[config.mk]
export PLATFORM = sky130hd
export DESIGN_NAME = uart_rx_buffer_flat
export DESIGN_NICKNAME = d
export VERILOG_FILES = /design/src/rtl/uart_pkg.sv /design/src/rtl/uart_rx_buffer_if.sv /design/src/rtl/sync_fifo.sv /design/src/rtl/uart_rx_buffer.sv /design/src/flat_wrapper.sv
export SDC_FILE = /design/constraint.sdc
export NUM_CORES = 1
export LEC_CHECK = 0
export CAP_MARGIN = 5
export CELL_PAD_IN_SITES_DETAIL_PLACEMENT = 1
export CELL_PAD_IN_SITES_GLOBAL_PLACEMENT = 2
export CORE_AREA = 2 2 148 135
export CTS_BUF_LIST = sky130_fd_sc_hd__clkbuf_4
export DETAILED_ROUTE_END_ITERATION = 10
export DIE_AREA = 0 0 150 137
export PLACE_DENSITY = 0.66
export SETUP_SLACK_MARGIN = 0.05
export SLEW_MARGIN = 30
export SYNTH_ARGS = -nofsm -noshare
export SYNTH_HDL_FRONTEND = slang
export SYNTH_SLANG_ARGS = --single-unit
[constraint.sdc]
create_clock -name clk -period 8.2 [get_ports clk]
set_clock_uncertainty 0.1 [all_clocks]
set_input_delay 2.05 -clock clk [delete_from_list [all_inputs] [get_ports clk]]
set_output_delay 2.05 -clock clk [all_outputs]
set_load 0.01 [all_outputs]
[src/rtl/uart_pkg.sv]
`default_nettype none
// ============================================================================
// Module      : uart_pkg
// Description : Shared UART register map: word offsets and the bit positions
//               of the STATUS / CTRL / DATA fields. Also used by the
//               transmit-side register block.
// Revision    : 1.0 - initial release
// ============================================================================
package uart_pkg;

    // Register word offsets
    localparam logic [1:0] UART_RX_DATA   = 2'd0;
    localparam logic [1:0] UART_RX_STATUS = 2'd1;
    localparam logic [1:0] UART_RX_CTRL   = 2'd2;

    // DATA read: bit 8 flags that bits 7:0 carry a real byte
    localparam int DATA_VALID_BIT     = 8;

    // STATUS field positions
    localparam int STAT_NOT_EMPTY_BIT = 0;
    localparam int STAT_FULL_BIT      = 1;
    localparam int STAT_OVERRUN_BIT   = 2;
    localparam int STAT_COUNT_LSB     = 8;

    // CTRL field positions
    localparam int CTRL_IE_BIT        = 0;
    localparam int CTRL_CLR_OVR_BIT   = 1;
    localparam int CTRL_FLUSH_BIT     = 2;

endpackage : uart_pkg
`default_nettype wire

[src/rtl/uart_rx_buffer_if.sv]
`default_nettype none
// ============================================================================
// Module      : uart_rx_buffer_if
// Description : Receive-stream plus CPU bus bundle for uart_rx_buffer.
//               rx_data/rx_valid : byte strobe from the UART receiver
//               addr/re/we/wdata : register access from the CPU
//               rdata            : registered read data
//               irq              : level interrupt
//               slave  modport -> the buffer; master modport -> its driver.
// Revision    : 1.0 - initial release
// ============================================================================
interface uart_rx_buffer_if;

    logic [7:0]  rx_data;
    logic        rx_valid;
    logic [1:0]  addr;
    logic        re;
    logic        we;
    logic [31:0] wdata;
    logic [31:0] rdata;
    logic        irq;

    modport slave (
        input  rx_data, rx_valid, addr, re, we, wdata,
        output rdata, irq
    );

    modport master (
        output rx_data, rx_valid, addr, re, we, wdata,
        input  rdata, irq
    );

endinterface : uart_rx_buffer_if
`default_nettype wire

[src/rtl/sync_fifo.sv]
`default_nettype none
// ============================================================================
// Module      : sync_fifo
// Description : Single-clock FIFO with occupancy count and flush.
//               push/din  : write request and data
//               pop/dout  : read request; dout shows the head entry (FWFT)
//               flush     : empty the FIFO; dominates push and pop
//               count     : occupancy 0..DEPTH
//               full/empty: occupancy flags
//               A push while full is accepted only together with a pop.
// Revision    : 1.0 - initial release
// ============================================================================
module sync_fifo #(
    parameter int WIDTH = 8,
    parameter int DEPTH = 16,
    localparam int PTR_W = $clog2(DEPTH)
) (
    input  wire logic             clk,
    input  wire logic             reset,
    input  wire logic             push,
    input  wire logic             pop,
    input  wire logic             flush,
    input  wire logic [WIDTH-1:0] din,
    output logic      [WIDTH-1:0] dout,
    output logic      [PTR_W:0]   count,
    output logic                  full,
    output logic                  empty
);

    logic [WIDTH-1:0] mem_q [DEPTH];
    logic [PTR_W-1:0] wr_ptr_q, wr_ptr_d;
    logic [PTR_W-1:0] rd_ptr_q, rd_ptr_d;
    logic [PTR_W:0]   count_q,  count_d;

    logic w_push_ok;
    logic w_pop_ok;

    assign full  = (count_q == (PTR_W+1)'(DEPTH));
    assign empty = (count_q == '0);
    assign count = count_q;
    assign dout  = mem_q[rd_ptr_q];

    // A full FIFO can still take a byte when the head leaves in the same cycle.
    assign w_push_ok = push && (!full || pop) && !flush;
    assign w_pop_ok  = pop && !empty && !flush;

    always_comb begin
        wr_ptr_d = wr_ptr_q;
        rd_ptr_d = rd_ptr_q;
        count_d  = count_q;
        if (flush) begin
            wr_ptr_d = '0;
            rd_ptr_d = '0;
            count_d  = '0;
        end else begin
            // Pointers wrap naturally because DEPTH is a power of two.
            if (w_push_ok) wr_ptr_d = wr_ptr_q + 1'b1;
            if (w_pop_ok)  rd_ptr_d = rd_ptr_q + 1'b1;
            case ({w_push_ok, w_pop_ok})
                2'b10:   count_d = count_q + 1'b1;
                2'b01:   count_d = count_q - 1'b1;
                default: count_d = count_q;
            endcase
        end
    end

    always_ff @(posedge clk) begin
        if (reset) begin
            wr_ptr_q <= '0;
            rd_ptr_q <= '0;
            count_q  <= '0;
        end else begin
            wr_ptr_q <= wr_ptr_d;
            rd_ptr_q <= rd_ptr_d;
            count_q  <= count_d;
        end
    end

    // Storage needs no reset: an entry is only observed after being written.
    always_ff @(posedge clk) begin
        if (w_push_ok) mem_q[wr_ptr_q] <= din;
    end

endmodule : sync_fifo
`default_nettype wire

[src/rtl/uart_rx_buffer.sv]
`default_nettype none
// ============================================================================
// Module      : uart_rx_buffer
// Description : Buffers received UART bytes in a FIFO and exposes them as
//               DATA / STATUS / CTRL registers with a sticky overrun flag
//               and a level interrupt (ctrl_ie & !empty).
//               clk   : system clock
//               reset : synchronous active-high reset
//               bus   : uart_rx_buffer_if.slave (rx stream + CPU bus)
// Revision    : 1.0 - initial release
// ============================================================================
module uart_rx_buffer
    import uart_pkg::*;
#(
    parameter int DEPTH = 16,
    localparam int PTR_W = $clog2(DEPTH)
) (
    input  wire logic         clk,
    input  wire logic         reset,
    uart_rx_buffer_if.slave   bus
);

    logic [7:0]     w_head;
    logic [PTR_W:0] w_count;
    logic           w_full;
    logic           w_empty;

    logic w_rd_data, w_wr_ctrl, w_flush, w_pop, w_push, w_ovr_set, w_ovr_clr;

    logic        overrun_q, overrun_d;
    logic        ie_q,      ie_d;
    logic [31:0] rdata_q,   rdata_d;

    // Only the low CTRL bits carry meaning.
    logic w_unused;
    assign w_unused = ^bus.wdata[31:3];

    assign w_rd_data = bus.re && (bus.addr == UART_RX_DATA);
    assign w_wr_ctrl = bus.we && (bus.addr == UART_RX_CTRL);
    assign w_flush   = w_wr_ctrl && bus.wdata[CTRL_FLUSH_BIT];
    assign w_ovr_clr = w_wr_ctrl && bus.wdata[CTRL_CLR_OVR_BIT];
    assign w_pop     = w_rd_data && !w_empty;
    assign w_push    = bus.rx_valid && !w_flush;
    // A flushed byte is discarded on purpose and does not count as overrun.
    assign w_ovr_set = bus.rx_valid && w_full && !w_pop && !w_flush;

    sync_fifo #(
        .WIDTH (8),
        .DEPTH (DEPTH)
    ) u_fifo (
        .clk   (clk),
        .reset (reset),
        .push  (w_push),
        .pop   (w_pop),
        .flush (w_flush),
        .din   (bus.rx_data),
        .dout  (w_head),
        .count (w_count),
        .full  (w_full),
        .empty (w_empty)
    );

    always_comb begin
        overrun_d = overrun_q;
        ie_d      = ie_q;
        rdata_d   = rdata_q;

        if (w_wr_ctrl) ie_d = bus.wdata[CTRL_IE_BIT];
        // Set is evaluated last so it wins over a same-cycle clear.
        if (w_ovr_clr) overrun_d = 1'b0;
        if (w_ovr_set) overrun_d = 1'b1;

        if (bus.re) begin
            rdata_d = '0;
            case (bus.addr)
                UART_RX_DATA: begin
                    if (!w_empty) begin
                        rdata_d[7:0]           = w_head;
                        rdata_d[DATA_VALID_BIT] = 1'b1;
                    end
                end
                UART_RX_STATUS: begin
                    rdata_d[STAT_COUNT_LSB +: 8]   = 8'(w_count);
                    rdata_d[STAT_OVERRUN_BIT]   = overrun_q;
                    rdata_d[STAT_FULL_BIT]      = w_full;
                    rdata_d[STAT_NOT_EMPTY_BIT] = !w_empty;
                end
                UART_RX_CTRL: rdata_d[CTRL_IE_BIT] = ie_q;
                default:      rdata_d = '0;
            endcase
        end
    end

    always_ff @(posedge clk) begin
        if (reset) begin
            overrun_q <= 1'b0;
            ie_q      <= 1'b0;
            rdata_q   <= '0;
        end else begin
            overrun_q <= overrun_d;
            ie_q      <= ie_d;
            rdata_q   <= rdata_d;
        end
    end

    assign bus.rdata = rdata_q;
    assign bus.irq   = ie_q && !w_empty;

endmodule : uart_rx_buffer
`default_nettype wire

[src/flat_wrapper.sv]
// flat-port wrapper written by rule: the top's interface ports become plain ports
module uart_rx_buffer_flat import uart_pkg::*;
#(
    parameter int DEPTH = 16,
    localparam int PTR_W = $clog2(DEPTH)
)
  (clk, reset, bus_rx_data, bus_rx_valid, bus_addr, bus_re, bus_we, bus_wdata, bus_rdata, bus_irq);
  uart_rx_buffer_if bus_i ();
  input  wire logic clk;
  input  wire logic reset;
  input wire logic [$bits(bus_i.rx_data)-1:0] bus_rx_data;
  input wire logic [$bits(bus_i.rx_valid)-1:0] bus_rx_valid;
  input wire logic [$bits(bus_i.addr)-1:0] bus_addr;
  input wire logic [$bits(bus_i.re)-1:0] bus_re;
  input wire logic [$bits(bus_i.we)-1:0] bus_we;
  input wire logic [$bits(bus_i.wdata)-1:0] bus_wdata;
  output wire logic [$bits(bus_i.rdata)-1:0] bus_rdata;
  output wire logic [$bits(bus_i.irq)-1:0] bus_irq;
  assign bus_i.rx_data = bus_rx_data;
  assign bus_i.rx_valid = bus_rx_valid;
  assign bus_i.addr = bus_addr;
  assign bus_i.re = bus_re;
  assign bus_i.we = bus_we;
  assign bus_i.wdata = bus_wdata;
  assign bus_rdata = bus_i.rdata;
  assign bus_irq = bus_i.irq;
  uart_rx_buffer #(.DEPTH(DEPTH)) u_core (.clk(clk), .reset(reset), .bus(bus_i));
endmodule
# Word level (Yosys, flattened, before mapping)

Memories as Yosys holds them, arrays and structs flattened. A register that Yosys moved wholly into a read port is not among the register bits.
Cells that the tools add are included.
Widths: inputs -> output; s select.

Register bits: 31
Bits in writable memories: 128
Input bits: 47
Word-level logic and storage cells: 53
Memories kept: 1

Add/sub/neg operators: 4
Equal/unequal tests: 5
Multiplexer cells: 13
Reduce and logical (&&, ||, !) cells: 24

Memories:

| name                | words | bits a word | read ports | clocked after Yosys merged registers in | wr ports | RTL line        | text |
|---|---|---|---|---|---|---|---|
| u_core.u_fifo.mem_q | 16    | 8           | 1          | 1                                       | 1        | sync_fifo.sv:30 | `logic [WIDTH-1:0] mem_q [DEPTH];` |

Operators by type and width:

| operator            | count |
|---|---|
| $logic_and 1x1->1   | 14 |
| $mux 4              | 3 |
| $pmux 5 s2          | 1 |
| $mux 9              | 1 |
| $add 4x1->4 const B | 2 |
| $add 5x1->5 const B | 1 |
| $eq 5x5->1 const B  | 1 |
| $logic_not 5->1     | 1 |
| $mux 5              | 1 |
| $sub 5x1->5 const B | 1 |
| $eq 2x1->1 const B  | 2 |
| $eq 2x2->1 const B  | 2 |
| $logic_not 1->1     | 4 |
| $mux 1              | 4 |
| $pmux 2 s2          | 1 |
| $reduce_bool 2->1   | 2 |
| $pmux 1 s3          | 1 |
| $logic_not 2->1     | 1 |
| $pmux 1 s2          | 1 |
| $reduce_or 2->1     | 1 |
| $logic_or 1x1->1    | 1 |

# Logic depth before layout (Yosys ltp)

Gate-level depths: netlist (run 1).

Depth after elaboration: 9
Gate-level depth with buffers: 15

# By module

From an unflattened synthesis (run 1), not the netlist that was laid out.

Cells, all modules: 422
Area, all modules: 6688.9 sq um

By module, submodules not included:

| module         | instances | cells an instance | area an instance (sq um) |
|---|---|---|---|
| sync_fifo      | 1         | 324               | 5875.6 |
| uart_rx_buffer | 1         | 98                | 813.3 |

# Least setup slack after synthesis (run 1)

Ideal clock, no wire load.

Path type: input -> register
Start: input bus_addr[1]
End: register u_core.u_fifo.count_q[4] (netlist: u_core.u_fifo.count[4])
Library setup time: 122 ps
Arrival: 4447 ps
Data required time: 7978 ps
Slack: 3532 ps
Stages on the path: 14
Path buffers: 2
Cells stage by stage: or2_2 -> o211ai_2 -> nor2b_1 -> buf_6 -> inv_1 -> ha_1 -> clkbuf_1 -> xor2_1 -> ha_1 -> a21oi_1 -> o22ai_1 -> a222oi_1 -> or3_1 -> a21oi_1

Cells in the longest elaborated chain, start to end: 9

RTL lines:

| item                                                   | RTL line                                               | text |
|---|---|---|
| start: declaration                                     | flat_wrapper.sv:13                                     | `input wire logic [$bits(bus_i.addr)-1:0] bus_addr;` |
| $eq 2x2->1                                             | uart_rx_buffer.sv:39                                   | `assign w_wr_ctrl = bus.we && (bus.addr == UART_RX_CTRL);` |
| $logic_and 1x1->1                                      | uart_rx_buffer.sv:39                                   |  |
| $logic_and 1x1->1                                      | uart_rx_buffer.sv:40                                   | `assign w_flush = w_wr_ctrl && bus.wdata[CTRL_FLUSH_BIT];` |
| $logic_not 1->1                                        | sync_fifo.sv:44, sync_fifo.sv:45, uart_rx_buffer.sv:43 |  |
| $logic_and 1x1->1                                      | uart_rx_buffer.sv:43                                   | `assign w_push = bus.rx_valid && !w_flush;` |
| $logic_and 1x1->1 (2 in series)                        | sync_fifo.sv:44                                        | `assign w_push_ok = push && (!full \|\| pop) && !flush;` |
| $eq 2x1->1 / $eq 2x2->1 (equally long branches)        | sync_fifo.sv:59                                        | `case ({w_push_ok, w_pop_ok})` |
| $pmux 5 s2 / $reduce_bool 2->1 (equally long branches) | n/a                                                    |  |
| end signal: assignment                                 | sync_fifo.sv:75                                        | `count_q <= count_d;` |
| end: declaration                                       | sync_fifo.sv:33                                        | `logic [PTR_W:0] count_q, count_d;` |

Several ways; a longest one is shown, not always the timed one.
A chain may end at the register's enable or synchronous reset.

# Final worst setup path (run 1)

Start: input bus_re
End: register u_core.u_fifo.count_q[4] (netlist: u_core.u_fifo.count[4])

Cells in the longest elaborated chain, start to end: 7

RTL lines:

| item                                                   | RTL line             | text |
|---|---|---|
| start: declaration                                     | flat_wrapper.sv:14   | `input wire logic [$bits(bus_i.re)-1:0] bus_re;` |
| $logic_and 1x1->1 *                                    | uart_rx_buffer.sv:38 | `assign w_rd_data = bus.re && (bus.addr == UART_RX_DATA);` |
| $logic_and 1x1->1 *                                    | uart_rx_buffer.sv:42 | `assign w_pop = w_rd_data && !w_empty;` |
| $logic_or 1x1->1                                       | sync_fifo.sv:44      |  |
| $logic_and 1x1->1 (2 in series)                        | sync_fifo.sv:44      |  |
| $eq 2x1->1 / $eq 2x2->1 (equally long branches)        | sync_fifo.sv:59      |  |
| $pmux 5 s2 / $reduce_bool 2->1 (equally long branches) | n/a                  |  |

Every way passes the cells marked *; elsewhere a longest branch is shown, timed or not.

==> flow_metrics.tcl, run 1 <==
set metrics [dict create \
    gp_congestion 0.732 \
    path_max_fanout 16 \
    relSlewSlack 0.348 \
    cts_setup_buffers 0 \
    hold_buffers 0 \
    synth.avg_cell_area_um2 16.5 \
    syn_inst 397 \
    root_buffer "clkbuf_4" \
    period_needed_ns 5.40 \
    fin_ws_ns 2.80 \
    holdWs_ns 0.384 \
    drive_above_1_share 0.181 \
    final_nets 486 \
    synth_edf_count 128 \
    synth-compound-area-share 0.0564 \
    synth-seq-area-share 0.685 \
    viasPerCell 4.94 \
    crit_chain "clkdlybuf4s50_1, inv_2, o211ai_2, nor2b_1, inv_1, ha_1, xor2_1, ha_1, a21oi_1, o22ai_1, a222oi_1, or3_1, a21oi_1" \
    grt_pass1_wl_mm 20.8 \
    syn_to_final_growth_pct 11.2 \
    tightestPinTransition_ns 0.975 \
    rsz0062_at_grt "false" \
    place_ws_ns 2.17 \
    clock_path_buffers 2 \
    cts_tree "yes" \
    synth_mux_area_frac 0.124 \
    drc 0 \
    num_vias 3427 \
    yosysWarnings 0 \
    core.rowCount 48 \
    grtUsageTotal 0.141 \
    ant_nets 0 \
    hpwl_mm 8.78 \
    power.total_mw 1.43 \
    wirelength_mm 13.6 \
    final_common_cell "edfxtp_1" \
    final_cell_mix "edfxtp_1, mux4_2, dfxtp_1, clkdlybuf4s50_1, nor2_1" \
    cts_buffers 17 \
    cap_violations 0 \
    start_util 0.345 \
    max_freq_mhz 185 \
    hold_violations 0 \
    setup_violations 0 \
    wl_per_cell_um 19.6 \
    io_pins 80 \
    endpoint_kind "register" \
    core-area_um2 19000 \
    status "finished, final reports clean" \
    cts_htree_levels 4 \
    peakVddDrop_mv 0.0861 \
    crit_slowest_cell "clkdlybuf4s50_1" \
    synth_top_family_by_area "multiplexers" \
    cp_data_arrival_time_ns 5.71 \
    finalSetupTns_ns 0 \
    synth_xor_area_frac 0.0134 \
    synth_simple_gate_area_frac 0.0590 \
    grt_overflow_total 0 \
    ys_ff_latch 160 \
    grt_max_degree 33 \
    fill_cells 1965 \
    syn-cell-area_um2 6550 \
    first_iter_violations 233 \
    antenna_found_initial 1 \
    finalMaxSlewViolations 0 \
    start_kind "primary input" \
    power.leakage_nw 2.28 \
    synthFlopType "edfxtp_1" \
    finalCritPeriodShare 0.659 \
    die_x_um 150 \
    synth_cell_types 48 \
    firstDrtPassIters 5 \
    path_class "in -> reg" \
    yosys.area_share.adder 0.0153 \
    cp_data_required_time_ns 8.51 \
    hp-class "reg -> reg" \
    p_per_area_nw_per_um2 196 \
    place.port_buffers 31 \
    clk_pin_slew_ns 0.13 \
    dieArea_um2 20600 \
    ys_async_sr_fraction 0 \
    grt_pass1_vias 3515 \
    clock-sinks 160 \
    die_h_um 137 \
    critPathMaxStageDelay_ns 0.85 \
    cts_resized 0 \
    clk_latency_ns 0.54 \
]
## synth_stat cells (6+ instances only)
library cell	count	share of area
buf_4	20	0.023
nand2_1	14	0.0080
nor3_1	6	0.0046
dfxtp_1	32	0.098
ha_1	8	0.015
mux4_2	32	0.11
edfxtp_1	128	0.59
o21ai_0	6	0.0046
xor2_1	7	0.0094
nor2_1	29	0.017
a21oi_1	13	0.0099
clkbuf_1	8	0.0046
mux2i_1	8	0.012
inv_1	10	0.0057
## registers in the layout (all words and copies together) (netlist names), named ones only
name	cells
u_core.u_fifo.mem_q	128
u_core.bus.rdata	13
u_core.u_fifo.count	5
u_core.u_fifo.rd_ptr_q	4
u_core.u_fifo.wr_ptr_q	4
u_core.ie_q	1
u_core.overrun_q	1
## through the flow
stage                     instance area, um2  instances   util
final                                   7280        694  0.384
after global routing                    7280        694  0.384
after CTS                               7270        693  0.383
after detailed placement                7030        662  0.370
after global placement                  7020        662  0.370
after floorplan                         6620        415      -
## critical path, delay by kind of cell
kind	cells	cell delay (ns)
AO/OA/AOI/OAI	5	1.14
XOR/XNOR	1	0.18
adder cells (fa/ha/maj)	2	0.51
buffers and inverters	3	1.23
AND/OR/NAND/NOR	2	0.62
## path summary, 6_finish.rpt
check | startpoint | end | slack (ns) | cells past startpoint
worst max-delay path | bus_re | u_core.u_fifo.count[4] | 2.80 | 13
worst max register to register | u_core.u_fifo.count[2] | u_core.u_fifo.count[4] | 4.87 | 12
worst min-delay path | u_core.bus.rdata[4] | u_core.bus.rdata[4] | 0.38 | 2
worst min register to register | u_core.bus.rdata[4] | u_core.bus.rdata[4] | 0.38 | 2
## per-layer routing
layer / share of wire / GRT usage
met1: 0.47 / 0.194
met2: 0.47 / 0.219
met3: 0.046 / 0.0297
met4: 0.012 / 0.0545
met5: 0 / 0
## logic make-up (layout without fill, tap and decap cells)
logic type,Yosys count,in the layout
and+or+nand+nor,78,78
AOI/OAI and AO/OA,49,49
DFF,160,160
buffers and inverters,50,78
adders and majority gates,8,8
muxes,41,41
other,1,20
xor gates and xnor gates,10,10
## layout make-up
cell class              instances  area (um2)  area share
diodes                          1        2.50    0.000344
clock buffers                  18         135      0.0186
clock inverters                13         113      0.0155
inverters                      11        41.3     0.00567
multi-input cells             205        1850       0.254
flip-flops and latches        160        4490       0.616
well taps                     250         313      0.0429
repair buffers                 36         348      0.0477
## report_power, final
group          switching, mW  internal [mW]
Sequential           0.00936          0.888
Clock                  0.279          0.153
Combinational         0.0562         0.0404
Note: power is estimated with default switching activity, not from simulation.
==> run 2, diff against run 1 <==
- clock period: 8.2 -> 5 ns (I/O delays scaled with it)
==> flow_metrics.tcl, run 2 (synthesis results as in run 1) <==
set metrics [dict create \
    cp_data_arrival_time_ns 4.37 \
    clock-sinks 160 \
    num_vias 3483 \
    n_antenna_cell 0 \
    regArea_um2 4490 \
    hpwl_mm 9.10 \
    cp_data_required_time_ns 5.40 \
    place_area_um2 7110 \
    viasPerCell 4.93 \
    multi_input_area_um2 1830 \
    max_freq_mhz 252 \
    path_max_fanout 7 \
    cts_resized 0 \
    power.leakage_nw 2.39 \
    fin_ws_ns 1.03 \
    core.rowCount 48 \
    grt_max_degree 24 \
    cap_violations 0 \
    peakVddDrop_mv 0.143 \
    cts_buffers 17 \
    hold_start "u_core.bus.rdata[9]" \
    drc 0 \
    hold_violations 0 \
    place_ws_ns 0.445 \
    cts_htree_levels 4 \
    clk_latency_ns 0.56 \
    core-area_um2 19000 \
    die_h_um 137 \
    clock_path_buffers 2 \
    final_nets 499 \
    place.port_buffers 31 \
    wirelength_mm 13.8 \
    syn_to_final_growth_pct 13.7 \
    grt_overflow_total 0 \
    hp-class "reg -> reg" \
    start_kind "primary input" \
    setup_violations 0 \
    wl_per_cell_um 19.6 \
    io_pins 80 \
    finalCritPeriodShare 0.795 \
    finalMaxSlewViolations 0 \
    first_iter_violations 174 \
    drive_above_1_share 0.197 \
    endpoint_kind "register" \
    regMostFlops "u_core.u_fifo.mem_q" \
    period_needed_ns 3.97 \
    fill_cells 1941 \
    finalSetupTns_ns 0 \
    start_util 0.345 \
    rsz0062_at_grt "false" \
    gp_congestion 0.726 \
    die_x_um 150 \
    ant_nets 0 \
    status "finished, final reports clean" \
    grt_pass1_wl_mm 21.3 \
    crit_start "bus_addr[1]" \
    largest_register_ffs 128 \
    antenna_found_initial 0 \
    path_class "in -> reg" \
    hold_buffers 0 \
    relSlewSlack 0.398 \
    finalInstanceArea_um2 7440 \
    final_cell_mix "edfxtp_1, mux4_2, clkdlybuf4s50_1" \
    r2r_slack_ns 1.74 \
    grt_pass1_vias 3577 \
    timing.rr.start "u_core.u_fifo.count[0]" \
    cts_setup_buffers 0 \
    tightestPinTransition_ns 0.899 \
    firstDrtPassIters 5 \
    final_common_cell "edfxtp_1" \
    clk_pin_slew_ns 0.14 \
    cts_tree "yes" \
    root_buffer "clkbuf_4" \
    p_per_area_nw_per_um2 334 \
    dieArea_um2 20600 \
    grtUsageTotal 0.145 \
]
-- run 2: layer usage --
metal / vias to the layer above / track usage / wire, um
met1: 1791 / 0.200 / 6660
li1: 1604 / - / -
met2: 71 / 0.227 / 6500
met5: - / 0 / 0
met3: 17 / 0.0350 / 468
met4: 0 / 0.0493 / 212
-- run 2: power by group --
part | leakage [nW] | switching [mW] | internal, mW
sequential | 1.42 | 0.0201 | 1.46
clock | 0.168 | 0.494 | 0.362
combinational | 0.802 | 0.0879 | 0.0687
-- run 2: area by class of cell --
type / instances / area share
clock inverter: 15 / 0.0271
multi-input combinational: 205 / 0.245
inverter: 11 / 0.00555
tap: 250 / 0.0420
sequential: 160 / 0.603
timing repair buffer: 49 / 0.0598
clock buffer: 17 / 0.0171
-- run 2: stage by stage --
| step | hold WS, ns | instances | util | power [mW] |
|---|---|---|---|---|
| finish | 0.376 | 707 | 0.392 | 2.49 |
| global route | 0.401 | 707 | 0.392 | 2.59 |
| CTS | 0.378 | 707 | 0.392 | 2.52 |
| detailed placement | 0.359 | 675 | 0.375 | 1.67 |
| global placement | 0.352 | 675 | 0.375 | 1.66 |
| floorplan | 0.354 | 415 | - | 1.61 |
-- run 2: worst max-delay path, cell delays in order --
cell and delay (ns):
clkdlybuf4s50_1 0.47, or2_2 0.37, o211ai_2 0.25, nor2b_1 0.21, inv_1 0.08, ha_1 0.29, xor2_1 0.17, ha_1 0.19
a21oi_1 0.26, o22ai_1 0.14, a222oi_1 0.42, o21ai_0 0.14, a21oi_1 0.13
-- run 2: final timing paths --
| path | to | cells past startpoint |
|---|---|---|
| worst max-delay path | u_core.u_fifo.count[4] | 13 |
| worst min-delay path | u_core.bus.rdata[9] | 2 |
| worst max register to register | u_core.u_fifo.count[4] | 12 |
| worst min register to register | u_core.bus.rdata[9] | 2 |
==> run 3, diff against run 2 <==
- PLACE_DENSITY: 0.66 -> 0.69
- clock period: 5 -> 3.3 ns (I/O delays scaled with it)
==> flow_metrics.tcl, run 3 (synthesis results as in run 1) <==
set metrics [dict create \
    status "finished, final reports clean" \
    path_max_fanout 3 \
    critPathMaxStageDelay_ns 0.44 \
    crit_chain "clkdlybuf4s50_1, or2_4, o211ai_2, nor2b_2, inv_1, ha_1, xor2_1, ha_1, a21oi_2, o22ai_1, a222oi_1, or3_1, a21oi_1" \
    period_needed_ns 3.14 \
    drc 0 \
    final_nets 521 \
    regMostFlops "u_core.u_fifo.mem_q" \
    syn_to_final_growth_pct 15.2 \
    place_area_um2 7290 \
    clock-sinks 160 \
    gp_congestion 0.790 \
    grt_overflow_total 0 \
    clk_latency_ns 0.55 \
    die_h_um 137 \
    holdWs_ns 0.375 \
    cp_data_arrival_time_ns 3.46 \
    relSlewSlack 0.566 \
    power.leakage_nw 2.46 \
    endpoint_kind "register" \
    cp_data_required_time_ns 3.62 \
    place.port_buffers 31 \
    min_path_cells 2 \
    cts_buffers 17 \
    cpMostUsedCell "ha_1" \
    grt_max_degree 23 \
    final_common_cell "edfxtp_1" \
    wirelength_mm 14.2 \
    clock_path_buffers 2 \
    max_freq_mhz 318 \
    peakVddDrop_mv 0.199 \
    viasPerCell 4.91 \
    grt_pass1_vias 3814 \
    wl_per_cell_um 19.5 \
    finalMaxSlewViolations 0 \
    first_iter_violations 179 \
    hpwl_mm 9.58 \
    start_kind "primary input" \
    crit_slowest_cell "clkdlybuf4s50_1" \
    cts_htree_levels 4 \
    final_cell_mix "edfxtp_1, buf_4, mux4_2" \
    setup_violations 0 \
    largest_register_ffs 128 \
    hp-class "reg -> reg" \
    core.rowCount 48 \
    start_util 0.345 \
    clk_pin_slew_ns 0.14 \
    tightestPinTransition_ns 0.650 \
    finalCritPeriodShare 0.952 \
    cap_violations 0 \
    dieArea_um2 20600 \
    antenna_found_initial 1 \
    p_per_area_nw_per_um2 473 \
    io_pins 80 \
    grt_pass1_wl_mm 22.2 \
    firstDrtPassIters 5 \
    r2r_cells 12 \
    num_vias 3581 \
    rsz0062_at_grt "false" \
    hold_violations 0 \
    drive_above_1_share 0.236 \
    core-area_um2 19000 \
    die_x_um 150 \
    cts_tree "yes" \
    finalInstanceArea_um2 7540 \
    root_buffer "clkbuf_4" \
    path_class "in -> reg" \
    hold_buffers 0 \
    grtUsageTotal 0.149 \
    ant_nets 0 \
]
## run 3: cell count changes in the layout (fill, tap and decap cells not counted), sizes merged
cell / previous run / this run
diode: 0 / 1
clkinv: 5 / 4
buf: 18 / 40
bufinv: 3 / 0
inv: 16 / 19
## run 3: repair_timing
item                                    in CTS  in global routing
buffers inserted                             0                  0
gates resized for setup                      0                  1
endpoints found under the setup margin       0                  1
## run 3: per-layer routing
metal / routed length (um) / up-vias / GRT usage
met4: 61 / 0 / 0.0409
met2: 6750 / 70 / 0.233
met5: 0 / - / 0
met1: 6870 / 1863 / 0.208
met3: 558 / 8 / 0.0383
li1: - / 1640 / -
## run 3: cell type report
cell class | instances | area, um2
flip-flops and latches | 160 | 4490
fillers | 1963 | 11400
repair buffers | 71 | 611
multi-input cells | 205 | 1840
well taps | 250 | 313
clock inverters | 14 | 124
inverters | 11 | 41.3
clock buffers | 17 | 128
diodes | 1 | 2.50
## run 3: worst paths after layout
kind | start | end | slack (ns)
hold / removal | u_core.bus.rdata[10] | u_core.bus.rdata[10] | 0.37
hold reg to reg | u_core.bus.rdata[10] | u_core.bus.rdata[10] | 0.37
setup reg to reg | u_core.u_fifo.count[2] | u_core.u_fifo.count[4] | 0.62
setup / recovery | bus_addr[1] | u_core.u_fifo.count[4] | 0.16
## run 3: per-stage QoR
| stage | setup WS [ns] | power [mW] | TNS, ns | std cells | util |
|---|---|---|---|---|---|
| 2_1_floorplan | 0.0611 | 2.44 | 0 | 415 | - |
| 3_3_place_gp | -0.323 | 2.54 | -0.534 | 697 | 0.384 |
| 3_5_place_dp | -0.381 | 2.55 | -0.723 | 697 | 0.384 |
| 4_1_cts | 0.103 | 3.61 | 0 | 728 | 0.397 |
| 5_1_grt | 0.0859 | 3.72 | 0 | 729 | 0.397 |
| 6_report | 0.157 | 3.57 | 0 | 729 | 0.397 |
## run 3: power by group
| group | internal [mW] | switching, mW |
|---|---|---|
| clock network | 0.321 | 0.752 |
| registers | 2.21 | 0.0243 |
| logic | 0.121 | 0.146 |
## run 3: worst max-delay path: cells and delay by family
| family | cells | cell delay [ns] |
|---|---|---|
| buf+inv | 2 | 0.51 |
| fa+ha+maj | 2 | 0.41 |
| xor+xnor | 1 | 0.15 |
| compound gates | 5 | 0.92 |
| simple gates | 3 | 0.65 |
